**config.mk**
```make
export PLATFORM = sky130hd
export DESIGN_NAME = sram_port_arb_flat
export DESIGN_NICKNAME = d
export VERILOG_FILES = /design/src/rtl/sram_port_arb_pkg.sv /design/src/rtl/sram_port_arb_if.sv /design/src/rtl/sram_port_arb_addr_xlate.sv /design/src/rtl/sram_port_arb.sv /design/src/flat_wrapper.sv
export SDC_FILE = /design/constraint.sdc
export NUM_CORES = 1
export LEC_CHECK = 0
export BUFFER_PORTS_ARGS = -buffer_cell sky130_fd_sc_hd__buf_2
export CAP_MARGIN = 25
export CORE_ASPECT_RATIO = 0.9
export CORE_UTILIZATION = 43
export DETAILED_ROUTE_END_ITERATION = 10
export PLACE_DENSITY_LB_ADDON = 0.2
export SYNTH_ARGS = -nofsm -noshare
export SYNTH_HDL_FRONTEND = slang
export SYNTH_SLANG_ARGS = --single-unit
```
**constraint.sdc**
```tcl
create_clock -name clk -period 3.14 [get_ports clk]
set_input_delay 0.157 -clock clk [delete_from_list [all_inputs] [get_ports clk]]
set_output_delay 0.157 -clock clk [all_outputs]
set_load 0.02 [all_outputs]
```
**src/rtl/sram_port_arb_pkg.sv**
```systemverilog
// Shared CPU bus definitions: default widths, arbiter FSM state encoding,
// and the MIPS kseg0/kseg1 window constants used by address translation.
// No ports; imported by the arbiter, its bus interface and addr_xlate.
package cpu_bus_pkg;

  localparam int NUM_CH_DEF = 2;
  localparam int DATA_W_DEF = 32;
  localparam int ADDR_W_DEF = 32;

  // Arbiter FSM state encoding
  typedef logic [1:0] arb_state_t;
  localparam arb_state_t ST_IDLE = 2'd0;
  localparam arb_state_t ST_ADDR = 2'd1;
  localparam arb_state_t ST_DATA = 2'd2;

  // kseg0 starts at KSEG0_BASE, kseg1 at KSEG1_BASE, both end below KSEG2_BASE
  localparam logic [31:0] KSEG0_BASE = 32'h8000_0000;
  localparam logic [31:0] KSEG1_BASE = 32'hA000_0000;
  localparam logic [31:0] KSEG2_BASE = 32'hC000_0000;
  localparam logic [31:0] KSEG_PMASK = 32'h1FFF_FFFF;

endpackage

```
**src/rtl/sram_port_arb_if.sv**
```systemverilog
// Memory-side SRAM-like bus between the arbiter and the memory system.
// master: drives mem_req/mem_wr/mem_wen/mem_paddr/mem_wdata/mem_uncached,
// receives mem_addr_ok/mem_data_ok/mem_rdata. slave: the reverse.
interface sram_port_arb_if
  import cpu_bus_pkg::*;
#(
  parameter int DATA_W = DATA_W_DEF,
  parameter int ADDR_W = ADDR_W_DEF
);

  logic                  mem_req;
  logic                  mem_wr;
  logic [DATA_W/8-1:0]   mem_wen;
  logic [ADDR_W-1:0]     mem_paddr;
  logic [DATA_W-1:0]     mem_wdata;
  logic                  mem_uncached;
  logic                  mem_addr_ok;
  logic                  mem_data_ok;
  logic [DATA_W-1:0]     mem_rdata;

  modport master (
    output mem_req, mem_wr, mem_wen, mem_paddr, mem_wdata, mem_uncached,
    input  mem_addr_ok, mem_data_ok, mem_rdata
  );

  modport slave (
    input  mem_req, mem_wr, mem_wen, mem_paddr, mem_wdata, mem_uncached,
    output mem_addr_ok, mem_data_ok, mem_rdata
  );

endinterface

```
**src/rtl/sram_port_arb_addr_xlate.sv**
```systemverilog
// addr_xlate: combinational virtual-to-physical mapping, zero latency, no backpressure.
// Ports: vaddr in, paddr out, uncached out.
// With ADDR_TRANS_EN defined, kseg0/kseg1 fold onto low memory and kseg1 is
// flagged uncached; otherwise addresses pass straight through, always cached.
module addr_xlate
  import cpu_bus_pkg::*;
#(
  parameter int ADDR_W = ADDR_W_DEF
) (
  input  logic [ADDR_W-1:0] vaddr,
  output logic [ADDR_W-1:0] paddr,
  output logic              uncached
);

`ifdef ADDR_TRANS_EN
  logic in_kseg01;
  logic in_kseg1;

  always_comb begin
    in_kseg01 = (vaddr >= ADDR_W'(KSEG0_BASE)) && (vaddr < ADDR_W'(KSEG2_BASE));
    in_kseg1  = (vaddr >= ADDR_W'(KSEG1_BASE)) && (vaddr < ADDR_W'(KSEG2_BASE));
    paddr     = in_kseg01 ? (vaddr & ADDR_W'(KSEG_PMASK)) : vaddr;
    uncached  = in_kseg1;
  end
`else
  assign paddr    = vaddr;
  assign uncached = 1'b0;
`endif

endmodule

```
**src/rtl/sram_port_arb.sv**
```systemverilog
// sram_port_arb: round-robin arbiter of NUM_CH CPU channels onto one SRAM-like bus.
// Latency: request in cycle 0 -> mem_req cycle 1 -> data_ok earliest cycle 2 -> result cycle 3.
// Backpressure: ch_stall holds a channel until its access is done; mem_addr_ok/mem_data_ok pace the FSM.
// Ports: clk/rst (sync, active-high), hold (pipeline stall window), ch_* per-channel
// request/response buses (channel i in slice i), mem (sram_port_arb_if master).
// Build option: define ADDR_TRANS_EN to enable kseg0/kseg1 translation in addr_xlate.
module sram_port_arb
  import cpu_bus_pkg::*;
#(
  parameter int NUM_CH = NUM_CH_DEF,
  parameter int DATA_W = DATA_W_DEF,
  parameter int ADDR_W = ADDR_W_DEF
) (
  input  logic                           clk,
  input  logic                           rst,
  input  logic                           hold,
  input  logic [NUM_CH-1:0]              ch_req,
  input  logic [NUM_CH-1:0]              ch_wr,
  input  logic [NUM_CH*(DATA_W/8)-1:0]   ch_wen,
  input  logic [NUM_CH*ADDR_W-1:0]       ch_vaddr,
  input  logic [NUM_CH*DATA_W-1:0]       ch_wdata,
  output logic [NUM_CH*DATA_W-1:0]       ch_rdata,
  output logic [NUM_CH-1:0]              ch_stall,
  sram_port_arb_if.master                mem
);

  localparam int BE_W = DATA_W / 8;

  arb_state_t         state_q;
  logic [1:0]         rr_ptr_q;
  logic [1:0]         grant_q;
  logic [NUM_CH-1:0]  done_q;
  logic               wr_q;
  logic [BE_W-1:0]    wen_q;
  logic [ADDR_W-1:0]  vaddr_q;
  logic [DATA_W-1:0]  wdata_q;
  logic [DATA_W-1:0]  rdata_q [NUM_CH];

  logic [NUM_CH-1:0]  pend;
  logic [3:0]         pend_pad;
  logic [2:0]         cand;
  logic               gnt_vld;
  logic [1:0]         gnt_idx;
  logic [2:0]         grant_inc;
  logic [1:0]         rr_next;
  logic               complete;

  logic               sel_wr;
  logic [BE_W-1:0]    sel_wen;
  logic [ADDR_W-1:0]  sel_vaddr;
  logic [DATA_W-1:0]  sel_wdata;

  logic [ADDR_W-1:0]  paddr;
  logic               uncached;

  // A channel is pending until it has been served once in this stall window
  assign pend = ch_req & ~done_q;

  // During reset done_q may still hold stale bits, so stall simply follows ch_req
  assign ch_stall = ch_req & ~(done_q & {NUM_CH{~rst}});

  // Round-robin search starting at rr_ptr_q; the pad keeps indexing a fixed 4 bits
  always_comb begin
    pend_pad               = '0;
    pend_pad[NUM_CH-1:0]   = pend;
    cand                   = '0;
    gnt_vld                = 1'b0;
    gnt_idx                = '0;
    for (int k = 0; k < NUM_CH; k++) begin
      cand = {1'b0, rr_ptr_q} + 3'(k);
      if (cand >= 3'(NUM_CH)) begin
        cand = cand - 3'(NUM_CH);
      end
      if (!gnt_vld && pend_pad[cand[1:0]]) begin
        gnt_vld = 1'b1;
        gnt_idx = cand[1:0];
      end
    end
  end

  always_comb begin
    sel_wr    = 1'b0;
    sel_wen   = '0;
    sel_vaddr = '0;
    sel_wdata = '0;
    for (int i = 0; i < NUM_CH; i++) begin
      if (gnt_idx == 2'(i)) begin
        sel_wr    = ch_wr[i];
        sel_wen   = ch_wen[i*BE_W +: BE_W];
        sel_vaddr = ch_vaddr[i*ADDR_W +: ADDR_W];
        sel_wdata = ch_wdata[i*DATA_W +: DATA_W];
      end
    end
  end

  // With NUM_CH=1 this always wraps back to 0
  assign grant_inc = {1'b0, grant_q} + 3'd1;
  assign rr_next   = (grant_inc >= 3'(NUM_CH)) ? 2'd0 : grant_inc[1:0];

  // data_ok only counts in DATA; in IDLE/ADDR it is dropped
  assign complete = (state_q == ST_DATA) && mem.mem_data_ok;

  always_ff @(posedge clk) begin
    if (rst) begin
      state_q  <= ST_IDLE;
      rr_ptr_q <= '0;
      grant_q  <= '0;
      wr_q     <= 1'b0;
      wen_q    <= '0;
      vaddr_q  <= '0;
      wdata_q  <= '0;
    end else begin
      case (state_q)
        ST_IDLE: begin
          if (gnt_vld) begin
            state_q <= ST_ADDR;
            grant_q <= gnt_idx;
            wr_q    <= sel_wr;
            wen_q   <= sel_wen;
            vaddr_q <= sel_vaddr;
            wdata_q <= sel_wdata;
          end
        end
        ST_ADDR: begin
          if (mem.mem_addr_ok) begin
            state_q <= ST_DATA;
          end
        end
        ST_DATA: begin
          if (mem.mem_data_ok) begin
            state_q  <= ST_IDLE;
            rr_ptr_q <= rr_next;
          end
        end
        default: state_q <= ST_IDLE;
      endcase
    end
  end

  // done is only set if the channel is still asking at completion; an abandoned
  // request must not suppress that channel's next real access
  always_ff @(posedge clk) begin
    for (int i = 0; i < NUM_CH; i++) begin
      if (rst) begin
        done_q[i] <= 1'b0;
      end else if (complete && (grant_q == 2'(i)) && ch_req[i]) begin
        done_q[i] <= 1'b1;
      end else if (!hold) begin
        done_q[i] <= 1'b0;
      end
    end
  end

  // Stores leave the channel's read data untouched
  always_ff @(posedge clk) begin
    for (int i = 0; i < NUM_CH; i++) begin
      if (rst) begin
        rdata_q[i] <= '0;
      end else if (complete && !wr_q && (grant_q == 2'(i))) begin
        rdata_q[i] <= mem.mem_rdata;
      end
    end
  end

  for (genvar g = 0; g < NUM_CH; g++) begin : g_rdata
    assign ch_rdata[g*DATA_W +: DATA_W] = rdata_q[g];
  end

  addr_xlate #(
    .ADDR_W (ADDR_W)
  ) u_xlate (
    .vaddr    (vaddr_q),
    .paddr    (paddr),
    .uncached (uncached)
  );

  assign mem.mem_req      = (state_q == ST_ADDR) && !rst;
  assign mem.mem_wr       = wr_q;
  assign mem.mem_wen      = wen_q;
  assign mem.mem_paddr    = paddr;
  assign mem.mem_wdata    = wdata_q;
  assign mem.mem_uncached = uncached;

endmodule

```
**src/flat_wrapper.sv**
```systemverilog
// flat-port wrapper written by rule: the top's interface ports become plain ports
module sram_port_arb_flat import cpu_bus_pkg::*;
#(
  parameter int NUM_CH = NUM_CH_DEF,
  parameter int DATA_W = DATA_W_DEF,
  parameter int ADDR_W = ADDR_W_DEF
)
  (clk, rst, hold, ch_req, ch_wr, ch_wen, ch_vaddr, ch_wdata, ch_rdata, ch_stall, mem_mem_req, mem_mem_wr, mem_mem_wen, mem_mem_paddr, mem_mem_wdata, mem_mem_uncached, mem_mem_addr_ok, mem_mem_data_ok, mem_mem_rdata);
  sram_port_arb_if #(.DATA_W(DATA_W), .ADDR_W(ADDR_W)) mem_i ();
  input  logic clk;
  input  logic rst;
  input  logic hold;
  input  logic [NUM_CH-1:0] ch_req;
  input  logic [NUM_CH-1:0] ch_wr;
  input  logic [NUM_CH*(DATA_W/8)-1:0] ch_wen;
  input  logic [NUM_CH*ADDR_W-1:0] ch_vaddr;
  input  logic [NUM_CH*DATA_W-1:0] ch_wdata;
  output logic [NUM_CH*DATA_W-1:0] ch_rdata;
  output logic [NUM_CH-1:0] ch_stall;
  output wire logic [$bits(mem_i.mem_req)-1:0] mem_mem_req;
  output wire logic [$bits(mem_i.mem_wr)-1:0] mem_mem_wr;
  output wire logic [$bits(mem_i.mem_wen)-1:0] mem_mem_wen;
  output wire logic [$bits(mem_i.mem_paddr)-1:0] mem_mem_paddr;
  output wire logic [$bits(mem_i.mem_wdata)-1:0] mem_mem_wdata;
  output wire logic [$bits(mem_i.mem_uncached)-1:0] mem_mem_uncached;
  input wire logic [$bits(mem_i.mem_addr_ok)-1:0] mem_mem_addr_ok;
  input wire logic [$bits(mem_i.mem_data_ok)-1:0] mem_mem_data_ok;
  input wire logic [$bits(mem_i.mem_rdata)-1:0] mem_mem_rdata;
  assign mem_mem_req = mem_i.mem_req;
  assign mem_mem_wr = mem_i.mem_wr;
  assign mem_mem_wen = mem_i.mem_wen;
  assign mem_mem_paddr = mem_i.mem_paddr;
  assign mem_mem_wdata = mem_i.mem_wdata;
  assign mem_mem_uncached = mem_i.mem_uncached;
  assign mem_i.mem_addr_ok = mem_mem_addr_ok;
  assign mem_i.mem_data_ok = mem_mem_data_ok;
  assign mem_i.mem_rdata = mem_mem_rdata;
  sram_port_arb #(.NUM_CH(NUM_CH), .DATA_W(DATA_W), .ADDR_W(ADDR_W)) u_core (.clk(clk), .rst(rst), .hold(hold), .ch_req(ch_req), .ch_wr(ch_wr), .ch_wen(ch_wen), .ch_vaddr(ch_vaddr), .ch_wdata(ch_wdata), .ch_rdata(ch_rdata), .ch_stall(ch_stall), .mem(mem_i));
endmodule
```
==> flow_summary.yaml, run 1 <==
logic_synthesis:
  avgSynthCellArea_sq_um: 10.32
  synth_area_leaders: "edfxtp_1, dfxtp_1, nand2_1"
  synthFlopType: "dfxtp_1"
  synth_commonest_cells: "nand2_1, dfxtp_1, a21oi_1"
  syn_nets: 761
  yosys_warnings: 0
  netlist_instances: 581
  synth-async-reset-ratio_pct: 0
  synth.most_common_cell: "nand2_1"
  synth_area_leader_cell: "edfxtp_1"
  yosysUniqueCellTypes: 36
  ys_ff_latch: 141
  yosys.area.top_type_share_pct: 32.07
  ys_seq_area_share_pct: 57.79
  synth_edf_count: 64
  netlist_area_sq_um: 5993
clocking:
  cts_setup_buffers: 0
  htree_levels: 4
  cts_buffer_depth: 2
  clk_latency_ns: 0.42
  clkTransAtPathRegs_ns: 0.06
  cts_tree: "yes"
  cts_root_buffer: "clkbuf_16"
  cts_sinks: 141
  numCtsBuffers: 17
timing:
  rsz0062_at_grt: "no"
  finalCriticalPeriod_ns: 2.611
  fin_crit_sh_pct: 83.15
  tightest_slew_ns: 0.7668
  hold_viol: 0
  slew_headroom_pct: 48.88
  setup_viol_count_final: 0
  clock.fmax_mhz: 383.0
  clock_skew_ns: 0.01204
  totalNegativeSetupSlack_ns: 0
  slew_viol_final: 0
placed_design:
  place_inst: 1016
  gp_congestion: 0.7916
  dp_hpwl_mm: 12.06
  port_buffers: 312
  placed_cell_area_sq_um: 7594
floorplanning:
  dieWidth_microns: 126.4
  start_util_pct: 44.52
  core-area_sq_um: 13460
  die_y_microns: 114
  io_pins: 314
  die-area_sq_um: 14410
  rows: 40
worst_hold_path:
  whs_endpoint: "u_core.mem.mem_wdata[21]"
  min-delay-start: "ch_wdata[53]"
  min_path_type: "input port to register"
  min_path_cells: 3
route:
  antenna_left: 0
  wirelength_mm: 19.19
  drc: 0
  drtIter0Drc: 447
  drtPass1Iterations: 6
  wl_per_cell_microns: 17.18
  via_per_inst: 5.379
  vias: 6008
global_routing:
  antenna_found_initial: 0
  grt_pass1_wl_mm: 29.50
  grt_pass1_vias: 6006
  grt_usage_pct: 26.46
  gr-total-overflow: 0
  grt_max_degree: 70
finish:
  area_growth_pct: 47.41
  finalNetCount: 1116
  fin_cells: 1117
  diodes: 0
  final_area_sq_um: 8835
  fin_util_pct: 65.62
  drive_above_1_share_pct: 39.09
critical_path:
  ff2ff_setup_slack_ns: 0.53
  r2r-start: "u_core.done_q[1]"
  critPathArrivalTime_ns: 2.98
  cp-start-kind: "register"
  worst-setup-path-type: "register to register"
  end_kind: "register"
  rr_endpoint: "u_core.mem.mem_wdata[11]"
  cp_max_fo: 36
  required_ns: 3.50
  r2r_cells: 6
power:
  ir_drop_mv: 0.3431
  fin_total_pwr_uw: 4983
  power_density_nw_per_um2: 564.0
  p_leak_uw: 0.004067
flow_run:
  drv_cap: 0
outcome:
  status: "finished clean"
## state kept, by name (all words and copies together), names as in the netlist
register              cells
u_core.done_q             2
u_core.rr_ptr_q           2
u_core.mem.mem_wen        4
u_core.grant_q            2
u_core.state_q            2
u_core.mem.mem_wr         1
u_core.mem.mem_wdata     32
u_core.vaddr_q           32
u_core.rdata_q           64
## area by class of cell
cell class                      instances  area (sq um)
Multi-Input combinational cell        383          2242
Timing Repair Buffer                  390          2357
Fill cell                            1063          4628
Clock buffer                           19         432.9
Tap cell                              168         210.2
Clock inverter                         13         117.6
Inverter                                3         11.26
Sequential cell                       141          3463
## metrics by stage
step                      hold WS, ns  worst slack, ns
after floorplan                0.2574            1.228
after global placement         0.3688            1.224
after detailed placement       0.3764            1.149
after CTS                  0.00004124           0.6442
after global routing         0.009446           0.3587
final                        0.009235           0.5289
## cell families (layout without fill, tap and decap cells)
family,Yosys count,in the layout,share of synthesized area (%)
fa+ha+maj,3,3,0.6264
flops,141,141,57.79
simple gates,229,229,18.08
compound gates,149,149,18.23
other cells,1,1,0.06257
buf+inv,57,425,5.052
mux,1,1,0.1670
## layer usage
metal	track usage (%)	share of wire, %	up-vias
met3	6.707	7.4	62
li1	-	-	2790
met5	0	0	-
met2	47.55	52	332
met4	12.93	3.2	0
met1	29.27	38	2824
## worst max-delay path by stage
stage                 startpoint                  endpoint  cells after the start
2_1_floorplan  u_core.state_q[0]      u_core.rdata_q[0][0]                      4
3_3_place_gp    u_core.done_q[1]        u_core.vaddr_q[23]                      5
3_5_place_dp    u_core.done_q[1]  u_core.mem.mem_wdata[16]                      5
4_1_cts         u_core.done_q[1]  u_core.mem.mem_wdata[22]                      6
5_1_grt         u_core.done_q[1]  u_core.mem.mem_wdata[11]                      6
6_report        u_core.done_q[1]  u_core.mem.mem_wdata[11]                      6
## power breakdown
part | internal [uW] | leakage (uW) | switching, uW
clock | 1090 | 0.000257 | 786
combinational | 399 | 0.00251 | 577
sequential | 2060 | 0.00130 | 73.3
total | 3550 | 0.00407 | 1440
## cell usage in the layout, fill, tap and decap left out, types with 2 or more instances in the layout
cell             n
dfxtp_1         77
clkbuf_16       17
a311oi_2        10
buf_4            6
buf_2          312
inv_1            3
a21oi_1         73
clkinvlp_4       4
clkbuf_1         2
and2_1          64
nand2_1        142
nor2_1           4
nor2_4           2
a311oi_1        59
clkinv_4         3
a32oi_1          2
a21boi_0         2
dlygate4sd3_1   69
ha_1             3
edfxtp_1        64
nor2_2           2
nand3b_1         3
clkinv_2         2
buf_12           3
inv_6            2
## what timing repair did
item                                    4_1_cts  5_1_grt
endpoints found under the setup margin        0        0
hold endpoints to repair                     46        0
gates resized for setup                       0        0
hold buffers                                 69        0
## worst max-delay path: stages, from the launching register on
cell           delay [ns]
dfxtp_1              0.32
and2b_1              0.28
and2_2               0.66
buf_12               0.28
nand2_1              0.09
a311oi_1             0.32
dlygate4sd3_1        0.59
Note: power is estimated with default switching activity, not from simulation.
==> inputs of run 2 (changes only) <==
ABC_AREA = 1   (was default)
clock period = 2.6 ns   (was 3.14 ns; I/O delays follow)
==> flow_summary.yaml, run 2 <==
logic_synthesis:
  yosysUniqueCellTypes: 22
  ys_seq_area_share_pct: 53.19
  synthXorXnorAreaFrac_pct: 0
  yosys.area.top_type_share_pct: 29.52
  synth-compound-area-share_pct: 0.8647
  synthFlopType: "dfxtp_1"
  synth_area_leaders: "edfxtp_1, dfxtp_1, nand2_1"
  syn_nets: 1077
  synth_top_family_by_area: "simple AND/OR/NAND/NOR gates"
  netlist_instances: 897
  yosys.area_share.simple_pct: 35.07
  synth.most_common_cell: "nand2_1"
  yosys_warnings: 0
  synth-async-reset-ratio_pct: 0
  muxShareOfSynthArea_pct: 0
  synth_area_leader_cell: "edfxtp_1"
  synth_edf_count: 64
  synthAdderAreaFrac_pct: 0.5765
  ys_ff_latch: 141
  avgSynthCellArea_sq_um: 7.259
  synth_commonest_cells: "nand2_1, nor2_1, inv_1"
  netlist_area_sq_um: 6511
floorplanning:
  dieWidth_microns: 131.7
  core-area_sq_um: 14770
  die_y_microns: 118.7
  rows: 42
  die-area_sq_um: 15640
  io_pins: 314
  start_util_pct: 44.09
flow_run:
  drv_cap: 0
clocking:
  htree_levels: 4
  cts_sinks: 141
  clk_latency_ns: 0.41
  numCtsBuffers: 17
  cts_buffer_depth: 2
  clkTransAtPathRegs_ns: 0.06
  cts_root_buffer: "clkbuf_16"
  hold_buffers: 21
  cts_tree: "yes"
  cts_setup_buffers: 0
  ctsResizeCount: 0
timing:
  clock.fmax_mhz: 531.9
  setup_viol_count_final: 0
  rsz0062_at_grt: "no"
  finalCriticalPeriod_ns: 1.880
  setup_slack_ns: 0.7200
  hold_viol: 0
  clock_skew_ns: 0.007074
  totalNegativeSetupSlack_ns: 0
  fin_crit_sh_pct: 72.31
  slew_headroom_pct: 50.64
  slew_viol_final: 0
  tightest_slew_ns: 0.7404
placed_design:
  gp_congestion: 0.7957
  port_buffers: 312
  dp_hpwl_mm: 12.17
  pre_cts_ws_ns: 0.9020
finish:
  mostFrequentLayoutCell: "buf_2"
  diodes: 0
  layout_common_cells: "buf_2, nand2_1, nor2_1"
  top_register: "u_core.rdata_q"
  largest_register_ff_count: 64
  area_growth_pct: 38.62
  drive_above_1_share_pct: 29.79
  finalNetCount: 1389
global_routing:
  gr-total-overflow: 0
  grt_pass1_vias: 5655
  grt_max_degree: 71
  grt_usage_pct: 22.38
  antenna_found_initial: 0
  grt_pass1_wl_mm: 27.39
route:
  drtPass1Iterations: 5
  vias: 6291
  wl_per_cell_microns: 12.07
  via_per_inst: 4.430
  wirelength_mm: 17.13
  drc: 0
  antenna_left: 0
  drtIter0Drc: 296
power:
  switching_share_pct: 28.65
  p_leak_uw: 0.004966
  power_switching_uw: 1804
  clock_power_share_pct: 39.8
  comb_power_share_pct: 19.4
  power_density_nw_per_um2: 697.5
  p_seq_share_pct: 40.8
  internal_power_uw: 4492
  ir_drop_mv: 0.4542
critical_path:
  cp_max_fo: 36
  worst-setup-path-type: "input port to primary output"
  required_ns: 2.47
  end_kind: "primary output"
  ff2ff_setup_slack_ns: 0.87
  critPathArrivalTime_ns: 1.75
  cp-start-kind: "input port"
outcome:
  status: "finished clean"
worst_hold_path:
  min_path_type: "input port to register"
-- run 2: cell families (layout without fill, tap and decap cells) --
group | after synthesis | count (layout)
and+or+nand+nor | 579 | 579
buffers and inverters | 163 | 488
DFF | 141 | 141
AOI/OAI and AO/OA | 10 | 10
adders and majority gates | 3 | 3
other | 1 | 1
-- run 2: final cells by class --
type	count	area [sq um]
flip-flops and latches	141	3463
inverters	111	416.7
fillers	1381	5741
repair buffers	345	1887
well taps	198	247.7
clock inverters	13	177.7
multi-input cells	593	2391
clock buffers	19	442.9
-- run 2: per-layer routing --
layer / track usage (%) / vias up / wire length [microns]
met1: 26.31 / 2721 / 7244
met3: 6.993 / 17 / 1311
met2: 38.06 / 231 / 8352
li1: - / 3322 / -
met4: 8.576 / 0 / 225
met5: 0 / - / 0
-- run 2: through the flow --
step           hold WS, ns  util [%]  power, uW  cells  cell area [sq um]
2_1_floorplan       0.2555         -       3392    897               6511
3_3_place_gp        0.3794     55.50       3806   1367               8195
3_5_place_dp        0.3816     55.50       3821   1367               8195
4_1_cts           0.001253     61.13       6363   1420               9026
5_1_grt            0.01213     61.13       6612   1420               9026
6_report           0.01774     61.13       6296   1420               9026
-- run 2: power groups by stage --
stage               Combinational (uW)  Clock (uW)  Sequential, uW
finish                            1220        2510            2570
global route                      1370        2660            2590
CTS                               1230        2560            2570
detailed placement                1210           0            2620
global placement                  1200           0            2610
floorplan                          557           0            2830
-- run 2: worst paths after layout --
path / startpoint / to / cells after the start
max: rst / ch_stall[0] / 5
min: ch_vaddr[3] / u_core.vaddr_q[3] / 5
max reg2reg: u_core.state_q[1] / u_core.rdata_q[1][3] / 7
min reg2reg: u_core.grant_q[1] / u_core.grant_q[1] / 2
-- run 2: worst max-delay path: stages --
cell           delay [ns]
dlygate4sd3_1        0.55
buf_2                0.20
inv_2                0.47
a21boi_0             0.18
buf_2                0.21
==> inputs of run 3 (changes only) <==
CORE_UTILIZATION = 42   (was 43)
clock period = 1.54 ns   (was 2.6 ns; I/O delays follow)
==> flow_summary.yaml, run 3 (synthesis results as in run 2) <==
outcome:
  status: "finished clean"
global_routing:
  grt_usage_pct: 24.75
  grt_max_degree: 71
  grt_pass1_vias: 6727
  grt_pass1_wl_mm: 31.06
  antenna_found_initial: 0
  gr-total-overflow: 0
critical_path:
  slowest_stage: "dlygate4sd3_1"
  critPathArrivalTime_ns: 1.40
  end_kind: "primary output"
  worst_path_largest_cell_delay_ns: 0.54
  cp-start-kind: "input port"
  cpMostUsedCell: "buf_2"
  cp_max_fo: 14
  worst-setup-path-type: "input port to primary output"
  required_ns: 1.46
  critical_path.cell_chain: "dlygate4sd3_1 > buf_2 > inv_2 > a21boi_0 > buf_2"
timing:
  slew_viol_final: 0
  rsz0062_at_grt: "yes"
  hold_viol: 0
  setup_viol_count_final: 0
  fin_crit_sh_pct: 95.98
  clock_skew_ns: 0.006831
  clock.fmax_mhz: 676.6
  finalCriticalPeriod_ns: 1.478
  setup_slack_ns: 0.06193
floorplanning:
  start_util_pct: 43.63
  dieWidth_microns: 133.2
  die-area_sq_um: 16010
  core-area_sq_um: 14920
  rows: 42
  die_y_microns: 120.1
  io_pins: 314
route:
  drc: 0
  wl_met3_mm: 1.834
  dr_wl_met2_mm: 9.996
  wirelength_mm: 20.18
  top_layer: "met4"
  wl_met1_mm: 7.810
  drtIter0Drc: 402
  antenna_left: 0
  drtPass1Iterations: 5
  via_per_inst: 4.512
  vias: 7011
  wl_per_cell_microns: 12.99
power:
  fin_total_pwr_uw: 10400
  ir_drop_mv: 0.8302
  power_density_nw_per_um2: 993.7
  p_leak_uw: 0.005555
finish:
  diodes: 0
  drive_above_1_share_pct: 28.02
  layout_common_cells: "buf_2, nand2_1, nor2_1"
  largest_register_ff_count: 64
  finalNetCount: 1524
  multiInputGateArea_sq_um: 2426
  area_growth_pct: 60.68
  top_register: "u_core.rdata_q"
  fillerInstances: 1167
  mostFrequentLayoutCell: "buf_2"
  regArea_sq_um: 3463
clocking:
  clk_latency_ns: 0.42
  cts_buffer_depth: 2
  clkTransAtPathRegs_ns: 0.06
  cts_root_buffer: "clkbuf_16"
  cts_sinks: 141
  htree_levels: 4
  cts_tree: "yes"
  numCtsBuffers: 17
worst_hold_path:
  min_path_type: "input port to register"
placed_design:
  pre_cts_ws_ns: 0.07810
  dp_hpwl_mm: 12.37
  port_buffers: 312
  gp_congestion: 0.7799
flow_run:
  drv_cap: 0
-- run 3: timing repair --
| action | CTS | global route |
|---|---|---|
| setup endpoints to repair | 0 | 129 |
| gates resized for setup | 0 | 6 |
| hold buffers | 143 | 0 |
| buffers inserted | 0 | 1 |
| endpoints found under the hold margin | 134 | 0 |
-- run 3: worst paths after layout --
check | start | endpoint | slack [ns] | cells after the start
max reg2reg | u_core.state_q[1] | u_core.rdata_q[0][5] | 0.10 | 7
min reg2reg | u_core.grant_q[1] | u_core.grant_q[1] | 0.44 | 2
min | ch_wdata[4] | u_core.mem.mem_wdata[4] | 0.009 | 5
max | rst | ch_stall[0] | 0.06 | 5
-- run 3: per-layer routing --
layer  global-route usage [%]  vias to the layer above
met5                        0                        -
met4                    10.51                        0
met3                    7.943                       50
met2                    42.94                      340
met1                    27.89                     3025
li1                         -                     3596
-- run 3: critical path: cells and delay by family --
family	cells	cell delay, ns
buffers and inverters	4	1.14
AOI/OAI and AO/OA	1	0.17
-- run 3: metrics by stage --
step                      hold slack [ns]  TNS [ns]  std cells  util, %  area [sq um]
after global placement             0.3266         0       1376    56.39          8416
after floorplan                    0.2025         0        897        -          6526
after CTS                       0.0007351         0       1550    69.48         10370
after global routing             0.008025   -0.6223       1554    70.10         10460
final                            0.009294         0       1554    70.10         10460
after detailed placement           0.3028         0       1376    56.39          8416
-- run 3: area by class of cell --
| cell class | instances | share of cell area [%] |
|---|---|---|
| clock inverter | 12 | 0.8610 |
| multi-input combinational | 593 | 23.19 |
| sequential | 141 | 33.10 |
| clock buffer | 19 | 4.138 |
| inverter | 111 | 3.982 |
| tap | 198 | 2.368 |
| timing repair buffer | 480 | 32.36 |
-- run 3: where the power goes --
part / switching (uW) / internal (uW)
combinational: 1430 / 1030
clock: 1550 / 2060
sequential: 126 / 4210
